<file path="config.mk">
export PLATFORM = sky130hd
export DESIGN_NAME = alu_cnt_dec_unit_flat
export DESIGN_NICKNAME = d
export VERILOG_FILES = /design/src/rtl/alu_cnt_dec_unit_if.sv /design/src/rtl/alu_cnt_dec_unit.sv /design/src/flat_wrapper.sv
export SDC_FILE = /design/constraint.sdc
export NUM_CORES = 1
export LEC_CHECK = 0
export BUFFER_PORTS_ARGS = -buffer_cell sky130_fd_sc_hd__buf_2
export CORE_MARGIN = 2
export CORE_UTILIZATION = 47
export DETAILED_ROUTE_END_ITERATION = 12
export PLACE_DENSITY = 0.8
export SLEW_MARGIN = 20
export SYNTH_ARGS = -nofsm -noshare
export SYNTH_HDL_FRONTEND = slang
export SYNTH_SLANG_ARGS = --single-unit
</file>
<file path="constraint.sdc">
create_clock -name clk -period 2.5 [get_ports clk]
set_input_delay 0.25 -clock clk [delete_from_list [all_inputs] [get_ports clk]]
set_output_delay 0.25 -clock clk [all_outputs]
set_load 0.02 [all_outputs]
</file>
<file path="src/rtl/alu_cnt_dec_unit_if.sv">
// rtl/alu_cnt_dec_unit_if.sv - port bundle for the ALU / down-counter / decoder utility block
interface alu_cnt_dec_unit_if;
    logic [2:0] alu_fnselec;
    logic [3:0] alu_a;
    logic [3:0] alu_b;
    logic [3:0] alu_res;
    logic       alu_zero;
    logic       alu_carry;
    logic       alu_overflow;
    logic       counter_en;
    logic [2:0] dec_counter_out;
    logic [2:0] x;
    logic       en;
    logic [7:0] y_dec;

    // Driver side: supplies operands, selects and enables.
    modport master (
        output alu_fnselec, alu_a, alu_b, counter_en, x, en,
        input  alu_res, alu_zero, alu_carry, alu_overflow, dec_counter_out, y_dec
    );

    // Block side: consumes operands, produces results.
    modport slave (
        input  alu_fnselec, alu_a, alu_b, counter_en, x, en,
        output alu_res, alu_zero, alu_carry, alu_overflow, dec_counter_out, y_dec
    );
endinterface

</file>
<file path="src/rtl/alu_cnt_dec_unit.sv">
// rtl/alu_cnt_dec_unit.sv - 4-bit ALU with flags, 3-bit down-counter, 3-to-8 decoder (option: ALU_OUT_REG_EN)
module alu_cnt_dec_unit (
    input  logic              clk,
    input  logic              rst,
    alu_cnt_dec_unit_if.slave bus
);

    logic [4:0] add_full;
    logic [4:0] sub_full;
    logic       add_ovf;
    logic       sub_ovf;
    logic       signed_lt;
    logic [3:0] res_c;
    logic       carry_c;
    logic       ovf_c;
    logic       zero_c;
    logic [2:0] count_q;
    logic [7:0] y_c;

    // Add and subtract share the same 5-bit form so bit 4 is the carry-out.
    assign add_full  = {1'b0, bus.alu_a} + {1'b0, bus.alu_b};
    assign sub_full  = {1'b0, bus.alu_a} + {1'b0, ~bus.alu_b} + 5'd1;
    assign add_ovf   = (bus.alu_a[3] == bus.alu_b[3]) && (add_full[3] != bus.alu_a[3]);
    assign sub_ovf   = (bus.alu_a[3] != bus.alu_b[3]) && (sub_full[3] != bus.alu_a[3]);
    assign signed_lt = sub_full[3] ^ sub_ovf;

    // Operation select; flags derive from the same result so they never disagree.
    always_comb begin
        res_c   = 4'd0;
        carry_c = 1'b0;
        ovf_c   = 1'b0;
        case (bus.alu_fnselec)
            3'b000: begin
                res_c   = add_full[3:0];
                carry_c = add_full[4];
                ovf_c   = add_ovf;
            end
            3'b001: begin
                res_c   = sub_full[3:0];
                carry_c = sub_full[4];
                ovf_c   = sub_ovf;
            end
            3'b010:  res_c = ~bus.alu_a;
            3'b011:  res_c = bus.alu_a & bus.alu_b;
            3'b100:  res_c = bus.alu_a | bus.alu_b;
            3'b101:  res_c = bus.alu_a ^ bus.alu_b;
            3'b110:  res_c = {3'b000, signed_lt};
            default: res_c = {3'b000, (bus.alu_a == bus.alu_b)};
        endcase
        zero_c = (res_c == 4'd0);
    end

`ifdef ALU_OUT_REG_EN
    logic [3:0] res_q;
    logic       zero_q;
    logic       carry_q;
    logic       ovf_q;

    // One-cycle registered ALU outputs; all clear (zero flag included) during reset.
    always_ff @(posedge clk or posedge rst) begin
        if (rst) begin
            res_q   <= 4'd0;
            zero_q  <= 1'b0;
            carry_q <= 1'b0;
            ovf_q   <= 1'b0;
        end else begin
            res_q   <= res_c;
            zero_q  <= zero_c;
            carry_q <= carry_c;
            ovf_q   <= ovf_c;
        end
    end

    assign bus.alu_res      = res_q;
    assign bus.alu_zero     = zero_q;
    assign bus.alu_carry    = carry_q;
    assign bus.alu_overflow = ovf_q;
`else
    assign bus.alu_res      = res_c;
    assign bus.alu_zero     = zero_c;
    assign bus.alu_carry    = carry_c;
    assign bus.alu_overflow = ovf_c;
`endif

    // Down-counter: reset loads 7, enabled edges decrement, 0 wraps naturally to 7.
    always_ff @(posedge clk or posedge rst) begin
        if (rst) begin
            count_q <= 3'd7;
        end else if (bus.counter_en) begin
            count_q <= count_q - 3'd1;
        end
    end

    assign bus.dec_counter_out = count_q;

    // One-hot decode of x, forced low when disabled.
    always_comb begin
        y_c = 8'h00;
        if (bus.en) begin
            y_c = 8'd1 << bus.x;
        end
    end

    assign bus.y_dec = y_c;

endmodule

</file>
<file path="src/flat_wrapper.sv">
// flat-port wrapper written by rule: the top's interface ports become plain ports
module alu_cnt_dec_unit_flat 
  (clk, rst, bus_alu_fnselec, bus_alu_a, bus_alu_b, bus_counter_en, bus_x, bus_en, bus_alu_res, bus_alu_zero, bus_alu_carry, bus_alu_overflow, bus_dec_counter_out, bus_y_dec);
  alu_cnt_dec_unit_if bus_i ();
  input  logic clk;
  input  logic rst;
  input wire logic [$bits(bus_i.alu_fnselec)-1:0] bus_alu_fnselec;
  input wire logic [$bits(bus_i.alu_a)-1:0] bus_alu_a;
  input wire logic [$bits(bus_i.alu_b)-1:0] bus_alu_b;
  input wire logic [$bits(bus_i.counter_en)-1:0] bus_counter_en;
  input wire logic [$bits(bus_i.x)-1:0] bus_x;
  input wire logic [$bits(bus_i.en)-1:0] bus_en;
  output wire logic [$bits(bus_i.alu_res)-1:0] bus_alu_res;
  output wire logic [$bits(bus_i.alu_zero)-1:0] bus_alu_zero;
  output wire logic [$bits(bus_i.alu_carry)-1:0] bus_alu_carry;
  output wire logic [$bits(bus_i.alu_overflow)-1:0] bus_alu_overflow;
  output wire logic [$bits(bus_i.dec_counter_out)-1:0] bus_dec_counter_out;
  output wire logic [$bits(bus_i.y_dec)-1:0] bus_y_dec;
  assign bus_i.alu_fnselec = bus_alu_fnselec;
  assign bus_i.alu_a = bus_alu_a;
  assign bus_i.alu_b = bus_alu_b;
  assign bus_i.counter_en = bus_counter_en;
  assign bus_i.x = bus_x;
  assign bus_i.en = bus_en;
  assign bus_alu_res = bus_i.alu_res;
  assign bus_alu_zero = bus_i.alu_zero;
  assign bus_alu_carry = bus_i.alu_carry;
  assign bus_alu_overflow = bus_i.alu_overflow;
  assign bus_dec_counter_out = bus_i.dec_counter_out;
  assign bus_y_dec = bus_i.y_dec;
  alu_cnt_dec_unit u_core (.clk(clk), .rst(rst), .bus(bus_i));
endmodule
</file>
[Word-level counts from Yosys, hierarchy flattened]
Cells that the tools add are included.
Storage, ports and cells
  register bits after elaboration: 3
  bits in read-only memories: 0
  bits in writable memories: 0
  word-level logic and storage cells: 31
  bits of input ports: 18
  output and inout bits: 18
  memories: 0
  latch bits: 0
Cells by class
  bitwise operators: 6
  $mul: 0
  add/sub/neg operators: 4
  equality and inequality tests: 11
  shift-type cells: 1
  order comparisons: 0
  mux-type cells: 4
  reductions and logical operators: 4
  div/mod/pow operators: 0
Operators with widths (count)
  $pmux W4 S7: 1
  $add A4 B4 Y5: 2
  $eq A3 B3 Y1 const B: 3
  $mux W8: 1
  $not A4 Y4: 2
  $shl A1 B3 Y8 const A: 1
  $eq A3 B2 Y1 const B: 2
  $add A5 B1 Y5 const B: 1
  $and A4 B4 Y4: 1
  $eq A4 B4 Y1: 1
  $logic_not A4 Y1: 1
  $or A4 B4 Y4: 1
  $pmux W1 S2: 2
  $xor A4 B4 Y4: 1
  $eq A3 B1 Y1 const B: 1
  $logic_not A3 Y1: 1
  $ne A1 B1 Y1: 3
  $sub A3 B1 Y3 const B: 1
  $logic_and A1 B1 Y1: 2
  $eq A1 B1 Y1: 1
  $xor A1 B1 Y1: 1

[Longest topological paths before layout]
  depth after elaboration: 8
  depth in mapped cells: 9
  gate-level depth less buffers: 9

[Worst setup path before layout]
OpenSTA, ideal clock, no wires.
  kind: input to output
  from: in bus_alu_b[1]
  to: out bus_alu_zero
  data arrival time: 2.514 ns
  slack: -0.264 ns
  data required time: 2.250 ns
  stages on the path: 9
  path through: inv_1 ha_1 o21bai_1 a21oi_1 fa_1 nor3_2 nor3_2 o31ai_1 nor4_1
Between the ends
  elaborated cells on any way between the ends: 13
  those cells by class: add/sub: 3; eq/ne: 2; mux: 1; bitwise: 5; reduce/logical: 2
RTL lines
  from (decl): line flat_wrapper.sv:9  | input wire logic [$bits(bus_i.alu_b)-1:0] bus_alu_b;
  $not A4 Y4: line alu_cnt_dec_unit.sv:22  | assign sub_full = {1'b0, bus.alu_a} + {1'b0, ~bus.alu_b} + 5'd1;
  $add A4 B4 Y5: line alu_cnt_dec_unit.sv:22
  $add A5 B1 Y5: line alu_cnt_dec_unit.sv:22
  $pmux W4 S7 (*): line alu_cnt_dec_unit.sv:32  | case (bus.alu_fnselec)
  via bus_alu_res[3]: line flat_wrapper.sv:13  | output wire logic [$bits(bus_i.alu_res)-1:0] bus_alu_res;
  $logic_not A4 Y1 (*): line alu_cnt_dec_unit.sv:50  | zero_c = (res_c == 4'd0);
  to (decl): line flat_wrapper.sv:14  | output wire logic [$bits(bus_i.alu_zero)-1:0] bus_alu_zero;
The timed path passes the listed nets; every way through them passes the cells marked *.

[Worst setup path after layout]
  from: in bus_alu_a[1]
  to: out bus_alu_overflow
Between the ends
  word-level cells in the longest chain between the ends: 5
  elaborated cells on any way between the ends: 8
  those cells by class: add/sub: 3; eq/ne: 2; mux: 1; reduce/logical: 2
RTL lines
  from (decl): line flat_wrapper.sv:8  | input wire logic [$bits(bus_i.alu_a)-1:0] bus_alu_a;
  $add A4 B4 Y5: line alu_cnt_dec_unit.sv:22
  $add A5 B1 Y5: line alu_cnt_dec_unit.sv:22
  $ne A1 B1 Y1: line alu_cnt_dec_unit.sv:24  | assign sub_ovf = (bus.alu_a[3] != bus.alu_b[3]) && (sub_full[3] != bus.alu_a[3]);
  $logic_and A1 B1 Y1: line alu_cnt_dec_unit.sv:24
  $pmux W1 S2 (*): line alu_cnt_dec_unit.sv:32
  to (decl): line flat_wrapper.sv:16  | output wire logic [$bits(bus_i.alu_overflow)-1:0] bus_alu_overflow;
Every way passes the cells marked *; elsewhere a longest branch is shown, timed or not.

==> flow_metrics.tcl <==
set metrics [dict create \
    status "completed" \
    rr_startpoint "u_core.bus.dec_counter_out[0]$_DFFE_PP1P_" \
    htreeDepth 1 \
    hpwl_mm 1.62 \
    place.port_buffers 35 \
    cp-end-kind "primary output" \
    die_area_um2 2080 \
    drt_iter0_drc 6 \
    ys_seq_elements 3 \
    switching_share 0.437 \
    critPathLaunchType "input pin" \
    clkPwrFrac 0.164 \
    first_pass_iters 4 \
    row_count 15 \
    yosysSeqAreaShare 0.0969 \
    reg2reg_slack_ns 1.43 \
    synth_top_area_cell "ha_1" \
    cts_root_buffer "clkbuf_4" \
    hold_viol 0 \
    netlist_area_um2 813 \
    syn_inst 107 \
    fin_setup_tns_ns 0 \
    via_per_inst 5.16 \
    max_freq_mhz 418 \
    rsz0062_at_grt "false" \
    r2r-end "u_core.bus.dec_counter_out[1]$_DFFE_PP1P_" \
    ioPinCount 36 \
    avgSynthCellArea_um2 7.60 \
    p_sw_mw 0.223 \
    p_int_mw 0.287 \
    crit_path_top_delay_cell "fa_1" \
    final_area_um2 1100 \
    ir_drop_v 0.000310 \
    maxSlewHeadroom 0.772 \
    p_comb_frac 0.622 \
    yosys.area.top_type_share 0.200 \
    setup_viol 0 \
    overflow 0 \
    powerDensity_nw_per_um2 464 \
    post-route-period-util 0.958 \
    syn-num-nets 141 \
    clkTransAtPathRegs_ns 0.04 \
    die_h_um 45.6 \
    num-nets-final 184 \
    routed_wl_mm 1.98 \
    path_cells "buf_2, buf_4, ha_1, o21bai_4, a21oi_2, fa_1, buf_4, xnor2_1, nand3_1, a21oi_1, buf_2" \
    gp_congestion 0.824 \
    yosysWarningCount 0 \
    skew_ns 0.00418 \
    drc_errors 0 \
    diodes 0 \
    fp.dieW_um 45.6 \
    cts.path.max_buffers 2 \
    grt_max_degree 13 \
    cts_hold_buf 0 \
    maxSlewViolCount 0 \
    yosysUniqueCellTypes 35 \
    largest_reg_flops 3 \
    vias 857 \
    grt_pass1_vias 739 \
    synthToLayoutAreaGrowth_pct 35.1 \
    drive_above_1_share 0.416 \
    wire_per_inst_um 11.9 \
    cts_buffers 3 \
    r2r_cells 3 \
    fin_crit_ns 2.39 \
    core-area_um2 1670 \
    worstPathArrival_ns 2.14 \
    critical_path.max_stage_delay_ns 0.46 \
    gr-usage-all-layers 0.196 \
    tritoncts "yes" \
    p_leak_nw 0.578 \
    utilization 0.658 \
    hold_path_class "input pin to asynchronous set/reset pin" \
    antenna_found_initial 0 \
    cts.sinks 3 \
    synthTopCellsByArea "ha_1 (20%), dfstp_2 (9.7%), fa_1 (7.4%)" \
    crit_path_max_fanout 4 \
    worstPathRequired_ns 2.25 \
    initial_core_util 0.487 \
    tightest_slew_ns 0.339 \
    grt_pass1_wl_mm 3.06 \
    placed_area_um2 1030 \
    max_cap_violations 0 \
    postRouteAntennaNets 0 \
    pwr-share-seq 0.213 \
    clock_latency_ns 0.23 \
    path_class "input pin to primary output" \
]
power groups by stage:
stage / Combinational [mW] / Sequential, mW / Clock [mW]
after floorplan: 0.172 / 0.144 / 0
after global placement: 0.293 / 0.107 / 0
after detailed placement: 0.303 / 0.110 / 0
after CTS: 0.305 / 0.109 / 0.0863
after global routing: 0.353 / 0.115 / 0.0895
final: 0.317 / 0.109 / 0.0838
routing by layer:
layer / global-route usage / part of all wire
met1: 0.255 / 0.43
met4: 0.0353 / 0.018
met3: 0 / 0.047
met5: 0 / 0
met2: 0.361 / 0.50
critical path: cells and delay by family:
family	cells	cell delay [ns]
compound gates	3	0.44
buf+inv	4	0.60
fa+ha+maj	2	0.64
simple gates	1	0.09
xor+xnor	1	0.13
kinds of logic after synthesis:
kind of cell | count (synthesis) | synth area share
xor gates and xnor gates | 6 | 0.0646
adders and majority gates | 16 | 0.274
muxes | 2 | 0.0246
DFF | 3 | 0.0969
buffers and inverters | 18 | 0.102
AOI/OAI and AO/OA | 22 | 0.188
and+or+nand+nor | 40 | 0.251
cell usage in the layout, fill, tap and decap left out, types with 2 or more instances in the layout:
master / netlist / final
a21oi_2: 1 / 2
xor2_1: 2 / 2
a21oi_1: 3 / 2
nor3_2: 2 / 2
dfstp_2: 3 / 3
o21ai_0: 3 / 3
clkbuf_4: 0 / 3
inv_2: 1 / 3
xnor2_1: 4 / 4
nor2_1: 16 / 16
a211oi_1: 5 / 5
inv_1: 14 / 12
buf_2: 0 / 34
o22ai_1: 2 / 2
nor2b_1: 2 / 2
ha_1: 13 / 11
fa_1: 3 / 3
nand2_1: 6 / 6
mux2i_1: 2 / 2
nand3_1: 2 / 2
nor3_1: 3 / 3
nand2b_1: 3 / 3
buf_4: 2 / 7
synth_stat cells, drive strengths merged:
| cell type | instances |
|---|---|
| nor2 | 16 |
| inv | 15 |
| ha | 13 |
| nand2 | 6 |
| a211oi | 5 |
| nor3 | 5 |
| a21oi | 4 |
| nand2b | 4 |
| o21ai | 4 |
| xnor2 | 4 |
| buf | 3 |
| dfstp | 3 |
| fa | 3 |
| mux2i | 2 |
| nand3 | 2 |
| nor2b | 2 |
| nor4 | 2 |
| o22a | 2 |
| o22ai | 2 |
| xor2 | 2 |
| a21o | 1 |
| a311oi | 1 |
| o21bai | 1 |
| o221ai | 1 |
| o31ai | 1 |
| or2 | 1 |
| or2b | 1 |
| or3 | 1 |
stage by stage:
step / instances / total power, mW / hold WS, ns / worst slack, ns
finish: 166 / 0.510 / 0.0512 / 0.105
global route: 166 / 0.558 / 0.0516 / 0.0120
CTS: 165 / 0.500 / 0.0481 / 0.00425
detailed placement: 161 / 0.413 / 0.296 / 0.0129
global placement: 161 / 0.401 / 0.289 / 0.0508
floorplan: 107 / 0.316 / 0.183 / 0.0201
layout make-up:
| class | instances | area (µm²) |
|---|---|---|
| Inverter | 15 | 56.3 |
| Sequential cell | 3 | 78.8 |
| Multi-Input combinational cell | 86 | 693 |
| Tap cell | 17 | 21.3 |
| Fill cell | 145 | 572 |
| Clock buffer | 4 | 26.3 |
| Timing Repair Buffer | 41 | 223 |
timing repair:
item,in CTS,in global routing
setup buffers,0,1
endpoints found under the hold margin,0,0
resized for setup,0,7
setup endpoints to repair,0,1
worst max path at each step:
stage                  from               end  slack, ns  cells after the start
4_1_cts        bus_alu_b[1]      bus_alu_zero      0.004                     11
6_report       bus_alu_a[1]  bus_alu_overflow       0.11                     11
3_3_place_gp   bus_alu_b[1]      bus_alu_zero       0.05                     11
5_1_grt        bus_alu_b[1]      bus_alu_zero       0.01                     11
3_5_place_dp   bus_alu_a[1]      bus_alu_zero       0.01                     11
2_1_floorplan  bus_alu_b[1]      bus_alu_zero       0.02                      9
Note: power is estimated with default switching activity, not from simulation.
